**src/rtl/exmem_stage.sv**
```systemverilog
// exmem_stage: EX/MEM pipeline register with valid/ready flow control, synchronous flush and forwarding port.
// Define EXMEM_SKID_EN to add a skid entry so in_ready_o comes from a flop instead of out_ready_i.
module exmem_stage #(
    parameter int PROC_DATA_WIDTH        = 16,
    parameter int PROC_REGFILE_LOG2_DEEP = 5,
    parameter int CTRL_WIDTH             = 4
) (
    input  logic                              clk_i,
    input  logic                              rst_ni,
    input  logic                              in_valid_i,
    output logic                              in_ready_o,
    input  logic                              flush_i,
    input  logic [CTRL_WIDTH-1:0]             ctrl_i,
    input  logic [PROC_DATA_WIDTH-1:0]        alu_i,
    input  logic [PROC_DATA_WIDTH-1:0]        reg_data2_i,
    input  logic [PROC_REGFILE_LOG2_DEEP-1:0] reg_write_addr_i,
    output logic                              out_valid_o,
    input  logic                              out_ready_i,
    output logic [CTRL_WIDTH-1:0]             ctrl_o,
    output logic [PROC_DATA_WIDTH-1:0]        alu_o,
    output logic [PROC_DATA_WIDTH-1:0]        reg_data2_o,
    output logic [PROC_REGFILE_LOG2_DEEP-1:0] reg_write_addr_o,
    output logic                              fwd_valid_o,
    output logic [PROC_REGFILE_LOG2_DEEP-1:0] fwd_addr_o,
    output logic [PROC_DATA_WIDTH-1:0]        fwd_data_o,
    output logic [1:0]                        occupancy_o
);
    localparam int EW = CTRL_WIDTH + 2 * PROC_DATA_WIDTH + PROC_REGFILE_LOG2_DEEP;

    logic [EW-1:0]         w_in_ent, r_m_ent, w_m_ent_nxt;
    logic                  r_m_valid, w_m_valid_nxt, w_accept, w_drain;
    logic [CTRL_WIDTH-1:0] w_ctrl;

    assign w_in_ent = {ctrl_i, alu_i, reg_data2_i, reg_write_addr_i};
    assign w_accept = in_valid_i & in_ready_o & ~flush_i;
    assign w_drain  = r_m_valid & out_ready_i;

`ifdef EXMEM_SKID_EN
    logic [EW-1:0] r_s_ent;
    logic          r_s_valid, w_s_load;

    // Skid only fills while main is stuck; in_ready_o blocks a second write.
    assign in_ready_o = ~r_s_valid;
    assign w_s_load   = w_accept & r_m_valid & ~w_drain;

    always_comb begin
        w_m_valid_nxt = r_m_valid;
        w_m_ent_nxt   = r_m_ent;
        if (flush_i) begin
            w_m_valid_nxt = 1'b0;
        end else if (w_drain & r_s_valid) begin
            w_m_valid_nxt = 1'b1;
            w_m_ent_nxt   = r_s_ent;
        end else if (w_accept & (~r_m_valid | w_drain)) begin
            w_m_valid_nxt = 1'b1;
            w_m_ent_nxt   = w_in_ent;
        end else if (w_drain) begin
            w_m_valid_nxt = 1'b0;
        end
    end

    always_ff @(posedge clk_i or negedge rst_ni) begin
        if (!rst_ni) begin
            r_s_valid <= 1'b0;
            r_s_ent   <= '0;
        end else begin
            if (flush_i)
                r_s_valid <= 1'b0;
            else if (w_s_load)
                r_s_valid <= 1'b1;
            else if (w_drain)
                r_s_valid <= 1'b0;
            if (w_s_load)
                r_s_ent <= w_in_ent;
        end
    end

    assign occupancy_o = {r_m_valid & r_s_valid, r_m_valid ^ r_s_valid};
`else
    assign in_ready_o = ~r_m_valid | out_ready_i;

    always_comb begin
        w_m_valid_nxt = r_m_valid;
        w_m_ent_nxt   = r_m_ent;
        if (flush_i) begin
            w_m_valid_nxt = 1'b0;
        end else if (w_accept) begin
            w_m_valid_nxt = 1'b1;
            w_m_ent_nxt   = w_in_ent;
        end else if (w_drain) begin
            w_m_valid_nxt = 1'b0;
        end
    end

    assign occupancy_o = {1'b0, r_m_valid};
`endif

    always_ff @(posedge clk_i or negedge rst_ni) begin
        if (!rst_ni) begin
            r_m_valid <= 1'b0;
            r_m_ent   <= '0;
        end else begin
            r_m_valid <= w_m_valid_nxt;
            r_m_ent   <= w_m_ent_nxt;
        end
    end

    assign {w_ctrl, alu_o, reg_data2_o, reg_write_addr_o} = r_m_ent;
    assign out_valid_o = r_m_valid;
    // Bubbles carry zero control so downstream write enables stay low.
    assign ctrl_o      = r_m_valid ? w_ctrl : '0;
    assign fwd_valid_o = r_m_valid & ctrl_o[0] & ~ctrl_o[2];
    assign fwd_addr_o  = reg_write_addr_o;
    assign fwd_data_o  = alu_o;
endmodule

```
**config.mk**
```make
export PLATFORM = sky130hd
export DESIGN_NAME = exmem_stage
export DESIGN_NICKNAME = d
export VERILOG_FILES = /design/src/rtl/exmem_stage.sv
export SDC_FILE = /design/constraint.sdc
export NUM_CORES = 1
export LEC_CHECK = 0
export BUFFER_PORTS_ARGS = -buffer_cell sky130_fd_sc_hd__buf_2
export CAP_MARGIN = 10
export CELL_PAD_IN_SITES_DETAIL_PLACEMENT = 0
export CELL_PAD_IN_SITES_GLOBAL_PLACEMENT = 2
export CORE_MARGIN = 2
export CORE_UTILIZATION = 29
export CTS_CLUSTER_DIAMETER = 100
export DETAILED_ROUTE_END_ITERATION = 16
export MAX_ROUTING_LAYER = met4
export PLACE_DENSITY_LB_ADDON = 0.1
export SKIP_LAST_GASP = 1
export SLEW_MARGIN = 20
export SYNTH_ARGS = -nofsm -noshare
export SYNTH_HDL_FRONTEND = slang
export SYNTH_SLANG_ARGS = --single-unit
```
**constraint.sdc**
```tcl
create_clock -name clk_i -period 4.3 [get_ports clk_i]
set_input_delay 0 -clock clk_i [delete_from_list [all_inputs] [get_ports clk_i]]
set_output_delay 0 -clock clk_i [all_outputs]
set_load 0.02 [all_outputs]
```
== Yosys cells after proc, flatten, opt, wreduce, memory -nomap -nowiden ==
Cells that the tools add are included.

* Bitwise gates (word level): 9
* Multiplexer cells: 4
* Reduce and logical (&&, ||, !) cells: 2

{| class="wikitable"
|+ Operators with widths
! kind !! number
|-
| $and A1 B1 Y1 || 5
|-
| $mux W4 || 1
|-
| $mux W1 || 3
|-
| $not A1 Y1 || 3
|-
| $reduce_bool A3 Y1 || 1
|-
| $reduce_and A2 Y1 || 1
|-
| $or A1 B1 Y1 || 1
|}

* Word-level logic and storage cells: 17
* Flip-flop bits (word level): 42
* Input bits: 46

== Depth between registers and ports, before layout ==
Gate-level depths: netlist of run 1.

* Word-level depth: 6
* Gate-level depth with buffers: 4
* Mapped depth without buffers: 3

== Worst setup path before layout of run 1 ==
OpenSTA, ideal clock, no wires.

* Path kind: register to register
* From: register r_m_valid, in the netlist out_valid_o
* To: register r_m_ent[27]
* Buffers on the path: 1
* Arrival: 1.444 ns
* Setup slack: 2.731 ns
* Data required time: 4.175 ns
* Stages on the path, launching flop included: 5
* Setup time: 0.125 ns
* Period minus slack after synthesis: 1.569 ns
* Path through: dfrtp_1 -> nor2b_4 -> nor3b_4 -> buf_6 -> mux2_2

* Cells in the longest elaborated chain, start to end: 5

{| class="wikitable"
|+ RTL lines
! item !! line !! source
|-
| from (decl) || 31 || <nowiki>logic r_m_valid, w_m_valid_nxt, w_accept, w_drain;</nowiki>
|-
| from (signal assigned) || 103 || <nowiki>r_m_valid <= w_m_valid_nxt;</nowiki>
|-
| $not A1 Y1 || 80 || <nowiki>assign in_ready_o = ~r_m_valid | out_ready_i;</nowiki>
|-
| $or A1 B1 Y1 || 80 ||
|-
| $and A1 B1 Y1 (2 in series) || 35 || <nowiki>assign w_accept = in_valid_i & in_ready_o & ~flush_i;</nowiki>
|-
| $reduce_and A2 Y1 (no line) || -- ||
|-
| to (signal assigned) || 104 || <nowiki>r_m_ent <= w_m_ent_nxt;</nowiki>
|-
| to (decl) || 30 || <nowiki>logic [EW-1:0] w_in_ent, r_m_ent, w_m_ent_nxt;</nowiki>
|}

No other way between the ends.
A chain may end at the register's enable or synchronous reset.

== Worst setup path in the final report of run 1 ==
* From: register r_m_valid, in the netlist out_valid_o
* To: register r_m_ent[11]

Same word-level chain as after synthesis.

==> flow_results.xml, run 1 <==
<?xml version="1.0" encoding="UTF-8"?>
<metrics>
  <group name="outcome">
    <metric name="outcome" unit="">finished, final reports clean</metric>
  </group>
  <group name="synth">
    <metric name="syn_area_per_cell" unit="um2">13.2</metric>
    <metric name="synth_sequential_area_ratio" unit="%">50.4</metric>
    <metric name="synth.yosys.warnings" unit="">0</metric>
    <metric name="synth_cell_types" unit="">12</metric>
    <metric name="synthesis.area" unit="mm2">0.00209</metric>
    <metric name="postSynthRegisterBits" unit="">42</metric>
    <metric name="syn_inst" unit="">158</metric>
    <metric name="syn-num-nets" unit="">204</metric>
  </group>
  <group name="placement">
    <metric name="port-buffer-count" unit="">111</metric>
    <metric name="placement.setup.worst_slack" unit="ps">1980</metric>
    <metric name="numPlacedInstances" unit="">302</metric>
    <metric name="detailed_placement_wirelength_estimate" unit="um">2880</metric>
    <metric name="gp_routability_congestion" unit="">0.670</metric>
  </group>
  <group name="pwr">
    <metric name="total_power" unit="mW">1.11</metric>
    <metric name="power.static_leakage" unit="nW">1.36</metric>
    <metric name="power.switching" unit="mW">0.364</metric>
    <metric name="clockPowerShare" unit="%">21.9</metric>
    <metric name="seqPwrFrac" unit="%">44.7</metric>
    <metric name="power.density" unit="mW/mm2">398</metric>
    <metric name="internal-power" unit="mW">0.749</metric>
    <metric name="sw_frac_of_total" unit="%">32.7</metric>
    <metric name="combPwrFrac" unit="%">33.4</metric>
    <metric name="peakVddDrop" unit="uV">142</metric>
  </group>
  <group name="sta">
    <metric name="report.final.hold_viol_count" unit="">0</metric>
    <metric name="fmaxAchievable" unit="GHz">0.442</metric>
    <metric name="maxSlewViolCount" unit="">0</metric>
    <metric name="setup_violations" unit="">0</metric>
    <metric name="slew_limit_headroom" unit="%">42.2</metric>
    <metric name="rsz0062_at_grt" unit="">no</metric>
    <metric name="final_min_period_over_clock_period" unit="%">52.6</metric>
    <metric name="fin_crit" unit="ps">2260</metric>
    <metric name="worst_clock_skew" unit="ps">4.87</metric>
    <metric name="finalSetupTns" unit="ps">0</metric>
    <metric name="finalWorstSetupSlack" unit="ps">2040</metric>
    <metric name="max_slew.worst_pin.slew" unit="ps">866</metric>
  </group>
  <group name="route">
    <metric name="firstDrtPassIters" unit="">2</metric>
    <metric name="route.vias.total" unit="">1375</metric>
    <metric name="routed_via_density" unit="">3.91</metric>
    <metric name="drtIter0Drc" unit="">37</metric>
    <metric name="m1WireLength" unit="um">1560</metric>
    <metric name="detailroute.wirelength.met2" unit="um">2110</metric>
    <metric name="dr.max_layer_used" unit="">met4</metric>
    <metric name="wire_per_inst" unit="um">11.5</metric>
    <metric name="drtAntennaViolNets" unit="">0</metric>
    <metric name="route.detailed.drc" unit="">0</metric>
    <metric name="met3_wire_length" unit="um">319</metric>
    <metric name="routed_wire_length" unit="um">4040</metric>
  </group>
  <group name="global_routing">
    <metric name="antenna_found_initial" unit="">0</metric>
    <metric name="grt-ovfl-total" unit="">0</metric>
    <metric name="grt_start_max_net_pins" unit="">43</metric>
    <metric name="vias_in_the_first_global_route" unit="">1406</metric>
    <metric name="grt_first_pass_wirelength" unit="um">6280</metric>
    <metric name="gr-usage-all-layers" unit="%">10.8</metric>
  </group>
  <group name="flow_run">
    <metric name="max_cap_viol_count" unit="">0</metric>
  </group>
  <group name="die">
    <metric name="std_cell_rows" unit="">30</metric>
    <metric name="fp.dieArea" unit="mm2">0.00789</metric>
    <metric name="placeableCoreArea" unit="mm2">0.00687</metric>
    <metric name="design.portCount" unit="">113</metric>
    <metric name="die_w" unit="um">88.8</metric>
    <metric name="die_h" unit="um">88.8</metric>
    <metric name="initial_core_util" unit="%">30.4</metric>
  </group>
  <group name="cts">
    <metric name="tritoncts" unit="">yes</metric>
    <metric name="clkSinkCount" unit="">42</metric>
    <metric name="postCtsResizedCells" unit="">0</metric>
    <metric name="worstSkewPairLatency" unit="ps">280</metric>
    <metric name="clock_tree.root_cell" unit="">clkbuf_8</metric>
    <metric name="cts_htree_levels" unit="">2</metric>
    <metric name="ctsLongestPathBuffers" unit="">2</metric>
    <metric name="cts-buffers-inserted" unit="">5</metric>
    <metric name="path_clk_slew" unit="ps">80</metric>
  </group>
  <group name="hold_path">
    <metric name="hold_class" unit="">in -&gt; async</metric>
  </group>
  <group name="critical_path">
    <metric name="setup.worst_path.end_class" unit="">flip-flop</metric>
    <metric name="rr_worst_depth" unit="">4</metric>
    <metric name="crit_path_start_kind" unit="">flip-flop</metric>
    <metric name="worst-endpoint-arrival" unit="ps">2430</metric>
    <metric name="criticalPathCategory" unit="">reg -&gt; reg</metric>
    <metric name="path_max_fanout" unit="">24</metric>
    <metric name="worst_ep_required_time" unit="ps">4470</metric>
  </group>
  <group name="final_layout">
    <metric name="drive_above_1_share" unit="%">61.7</metric>
    <metric name="num_antenna_cells" unit="">0</metric>
    <metric name="finish.net_count" unit="">303</metric>
    <metric name="final_common_cell" unit="">buf_2</metric>
    <metric name="fill_cells" unit="">685</metric>
    <metric name="most_frequent_cells_in_the_layout" unit="">buf_2, dlygate4sd3_1, dfrtp_1</metric>
    <metric name="flow.area_growth_from_synthesis" unit="%">34.2</metric>
    <metric name="layout.cells.non_filler" unit="">352</metric>
  </group>
</metrics>
==> what timing repair did <==
action | in CTS | in global routing
endpoints found under the hold margin | 84 | 0
hold buffers | 44 | 0
setup endpoints to repair | 0 | 0
setup buffers | 0 | 0
==> registers in the layout, indices dropped and copies added, names as in the netlist <==
name	count
out_valid_o	1
r_m_ent	41
==> area by class of cell <==
cell class                      count  area [um2]  share of cell area (%)
Tap cell                           96         120                    4.29
Clock buffer                        6        82.6                    2.95
Timing Repair Buffer              156        1010                    35.9
Multi-Input combinational cell     51         537                    19.2
Sequential cell                    42        1050                    37.5
Inverter                            1        3.75                   0.134
==> worst max-delay path, cell delays in order, from the launching register on <==
cell,delay (ps)
dfrtp_1,430
nor2b_4,160
nor3b_4,710
buf_4,440
mux2_2,380
==> through the flow <==
stage	hold slack, ps	area [um2]	util, %
CTS	310	2800	40.7
global route	295	2800	40.8
floorplan	-296	2090	-
finish	247	2800	40.8
detailed placement	205	2270	33.1
global placement	186	2270	33.1
==> final timing paths <==
path | from | end | slack [ps]
max | out_valid_o | r_m_ent[11] | 2040
min | rst_ni | r_m_ent[4] | 250
max reg2reg | out_valid_o | r_m_ent[11] | 2040
min reg2reg | r_m_ent[40] | r_m_ent[40] | 490
max in group asynchronous | rst_ni | r_m_ent[25] | 3680
min in group clk_i | in_valid_i | r_m_ent[27] | 320
==> synthesized netlist by cell type <==
| master | number | area [um2] |
|---|---|---|
| and2_1 | 4 | 25.0 |
| buf_4 | 60 | 450 |
| buf_6 | 4 | 45.0 |
| conb_1 | 1 | 3.75 |
| dfrtp_1 | 42 | 1050 |
| inv_1 | 1 | 3.75 |
| mux2_1 | 3 | 33.8 |
| mux2_2 | 38 | 428 |
| nor2_1 | 2 | 7.51 |
| nor2b_1 | 1 | 6.26 |
| nor2b_4 | 1 | 13.8 |
| nor3b_4 | 1 | 18.8 |
==> logic make-up after synthesis <==
| family | share of synthesized area [%] |
|---|---|
| flip-flops | 50.4 |
| multiplexers | 22.1 |
| AND/OR/NAND/NOR | 3.42 |
| buffers and inverters | 23.9 |
| other | 0.180 |
==> power by group through the flow <==
stage / combinational (mW) / clock, mW / sequential (mW)
after CTS: 0.377 / 0.264 / 0.500
after global placement: 0.344 / 0 / 0.504
final: 0.372 / 0.244 / 0.498
after global routing: 0.400 / 0.280 / 0.509
after floorplan: 0.348 / 0 / 0.501
after detailed placement: 0.345 / 0 / 0.508
==> layer usage <==
layer  vias to the layer above  global-route usage, %
met4                         0                   3.31
li1                        652                      -
met3                         5                   3.45
met2                        63                   19.8
met5                         -                      -
met1                       655                   10.8
Power figures use the tool's default switching activity.
==> run 2, diff against run 1 <==
- CORE_UTILIZATION: 29 -> 27
- clock period: 4.3 -> 2.28 ns (I/O delays scaled with it)
==> run 2 against run 1 <==
- wire length grew 3.1%
- via count grew 2.5%
- critical path depth is the same
- total power grew 92%
- critical path type unchanged
- critical endpoint is now r_m_ent[12]
==> flow_results.xml, run 2 (same netlist as run 1, synthesis figures left out) <==
<?xml version="1.0" encoding="UTF-8"?>
<metrics>
  <group name="final_layout">
    <metric name="layout.cells.non_filler" unit="">361</metric>
    <metric name="registers.top_by_ff_count" unit="">r_m_ent</metric>
    <metric name="most_frequent_cells_in_the_layout" unit="">buf_2, dlygate4sd3_1, dfrtp_1</metric>
    <metric name="largest_reg_flops" unit="">41</metric>
    <metric name="flow.area_growth_from_synthesis" unit="%">35.2</metric>
    <metric name="final_common_cell" unit="">buf_2</metric>
    <metric name="layout.core_utilization" unit="%">37.1</metric>
    <metric name="finish.net_count" unit="">304</metric>
    <metric name="num_antenna_cells" unit="">0</metric>
    <metric name="drive_above_1_share" unit="%">61.8</metric>
  </group>
  <group name="route">
    <metric name="firstDrtPassIters" unit="">3</metric>
    <metric name="route.vias.total" unit="">1410</metric>
    <metric name="routed_wire_length" unit="um">4170</metric>
    <metric name="route.detailed.drc" unit="">0</metric>
    <metric name="wire_per_inst" unit="um">11.5</metric>
    <metric name="drtIter0Drc" unit="">14</metric>
    <metric name="routed_via_density" unit="">3.91</metric>
    <metric name="drtAntennaViolNets" unit="">0</metric>
  </group>
  <group name="cts">
    <metric name="worstSkewPairLatency" unit="ps">290</metric>
    <metric name="path_clk_slew" unit="ps">80</metric>
    <metric name="ctsLongestPathBuffers" unit="">2</metric>
    <metric name="cts_htree_levels" unit="">2</metric>
    <metric name="clkSinkCount" unit="">42</metric>
    <metric name="postCtsResizedCells" unit="">0</metric>
    <metric name="cts.repair_timing.setup_buffer_count" unit="">0</metric>
    <metric name="cts-buffers-inserted" unit="">5</metric>
    <metric name="tritoncts" unit="">yes</metric>
    <metric name="clock_tree.root_cell" unit="">clkbuf_8</metric>
    <metric name="cts-hold-fix-buffers" unit="">44</metric>
  </group>
  <group name="pwr">
    <metric name="power.static_leakage" unit="nW">1.37</metric>
    <metric name="combPwrFrac" unit="%">32.9</metric>
    <metric name="clockPowerShare" unit="%">23.0</metric>
    <metric name="sw_frac_of_total" unit="%">33.4</metric>
    <metric name="power.switching" unit="mW">0.714</metric>
    <metric name="total_power" unit="mW">2.14</metric>
    <metric name="power.density" unit="mW/mm2">757</metric>
    <metric name="internal-power" unit="mW">1.42</metric>
    <metric name="seqPwrFrac" unit="%">44.1</metric>
    <metric name="peakVddDrop" unit="uV">275</metric>
  </group>
  <group name="global_routing">
    <metric name="grt_start_max_net_pins" unit="">43</metric>
    <metric name="grt-ovfl-total" unit="">0</metric>
    <metric name="vias_in_the_first_global_route" unit="">1478</metric>
    <metric name="gr-usage-all-layers" unit="%">10.5</metric>
    <metric name="grt_first_pass_wirelength" unit="um">6810</metric>
    <metric name="antenna_found_initial" unit="">0</metric>
  </group>
  <group name="placement">
    <metric name="gp_routability_congestion" unit="">0.634</metric>
    <metric name="numPlacedInstances" unit="">309</metric>
    <metric name="detailed_placement_wirelength_estimate" unit="um">2930</metric>
    <metric name="port-buffer-count" unit="">111</metric>
  </group>
  <group name="sta">
    <metric name="maxSlewViolCount" unit="">0</metric>
    <metric name="slew_limit_headroom" unit="%">37.1</metric>
    <metric name="setup_violations" unit="">0</metric>
    <metric name="rsz0062_at_grt" unit="">no</metric>
    <metric name="fin_crit" unit="ps">1610</metric>
    <metric name="holdWs" unit="ps">342</metric>
    <metric name="finalSetupTns" unit="ps">0</metric>
    <metric name="max_slew.worst_pin.slew" unit="ps">944</metric>
    <metric name="worst_clock_skew" unit="ps">7.37</metric>
    <metric name="report.final.hold_viol_count" unit="">0</metric>
    <metric name="fmaxAchievable" unit="GHz">0.620</metric>
    <metric name="final_min_period_over_clock_period" unit="%">70.7</metric>
  </group>
  <group name="hold_path">
    <metric name="hold_class" unit="">in -&gt; out</metric>
    <metric name="hold_path_cell_cnt" unit="">4</metric>
  </group>
  <group name="die">
    <metric name="std_cell_rows" unit="">32</metric>
    <metric name="initial_core_util" unit="%">27.4</metric>
    <metric name="placeableCoreArea" unit="mm2">0.00761</metric>
    <metric name="fp.dieArea" unit="mm2">0.00845</metric>
    <metric name="die_h" unit="um">91.9</metric>
    <metric name="die_w" unit="um">91.9</metric>
    <metric name="design.portCount" unit="">113</metric>
  </group>
  <group name="critical_path">
    <metric name="worst_ep_required_time" unit="ps">2460</metric>
    <metric name="crit_path_start_kind" unit="">flip-flop</metric>
    <metric name="setup.worst_path.end_class" unit="">flip-flop</metric>
    <metric name="criticalPathCategory" unit="">reg -&gt; reg</metric>
    <metric name="path_max_fanout" unit="">24</metric>
    <metric name="worst-endpoint-arrival" unit="ps">1790</metric>
    <metric name="rr_worst_depth" unit="">4</metric>
  </group>
  <group name="flow_run">
    <metric name="max_cap_viol_count" unit="">0</metric>
  </group>
  <group name="outcome">
    <metric name="outcome" unit="">finished, final reports clean</metric>
  </group>
</metrics>
## run 2: per-layer routing
layer	GRT usage [%]	share of wire [%]
met1	11.2	39
met2	18.6	52
met3	3.29	7.4
met4	3.36	0.86
met5	-	0
## run 2: worst paths after layout
path                        startpoint           to  slack, ps
max                        out_valid_o  r_m_ent[12]        670
min in group asynchronous       rst_ni  r_m_ent[32]        390
max in group asynchronous       rst_ni  r_m_ent[18]       1300
max reg2reg                out_valid_o  r_m_ent[12]        670
min                        out_ready_i   in_ready_o        340
min reg2reg                r_m_ent[40]  r_m_ent[40]        490
## run 2: cell type report
| class | count | area, um2 |
|---|---|---|
| Fill cell | 752 | 4790 |
| Inverter | 1 | 3.75 |
| Clock inverter | 1 | 5.00 |
| Clock buffer | 7 | 86.3 |
| Tap cell | 102 | 128 |
| Timing Repair Buffer | 157 | 1010 |
| Multi-Input combinational cell | 51 | 537 |
| Sequential cell | 42 | 1050 |
## run 2: stage by stage
| step | area (um2) | worst slack (ps) |
|---|---|---|
| 2_1_floorplan | 2090 | 711 |
| 3_3_place_gp | 2290 | 720 |
| 3_5_place_dp | 2290 | 646 |
| 4_1_cts | 2820 | 634 |
| 5_1_grt | 2820 | 568 |
| 6_report | 2820 | 667 |
## run 2: power by group through the flow
stage / combinational [mW] / clock [mW] / sequential, mW
6_report: 0.704 / 0.491 / 0.942
5_1_grt: 0.750 / 0.550 / 0.963
4_1_cts: 0.711 / 0.517 / 0.944
3_5_place_dp: 0.652 / 0 / 0.958
3_3_place_gp: 0.650 / 0 / 0.951
2_1_floorplan: 0.657 / 0 / 0.944
## run 2: critical path, cell delays in order, from the launching register on
cell and delay (ps):
dfrtp_1 440, nor2b_4 160, nor3b_4 170, buf_4 330, mux2_2 380
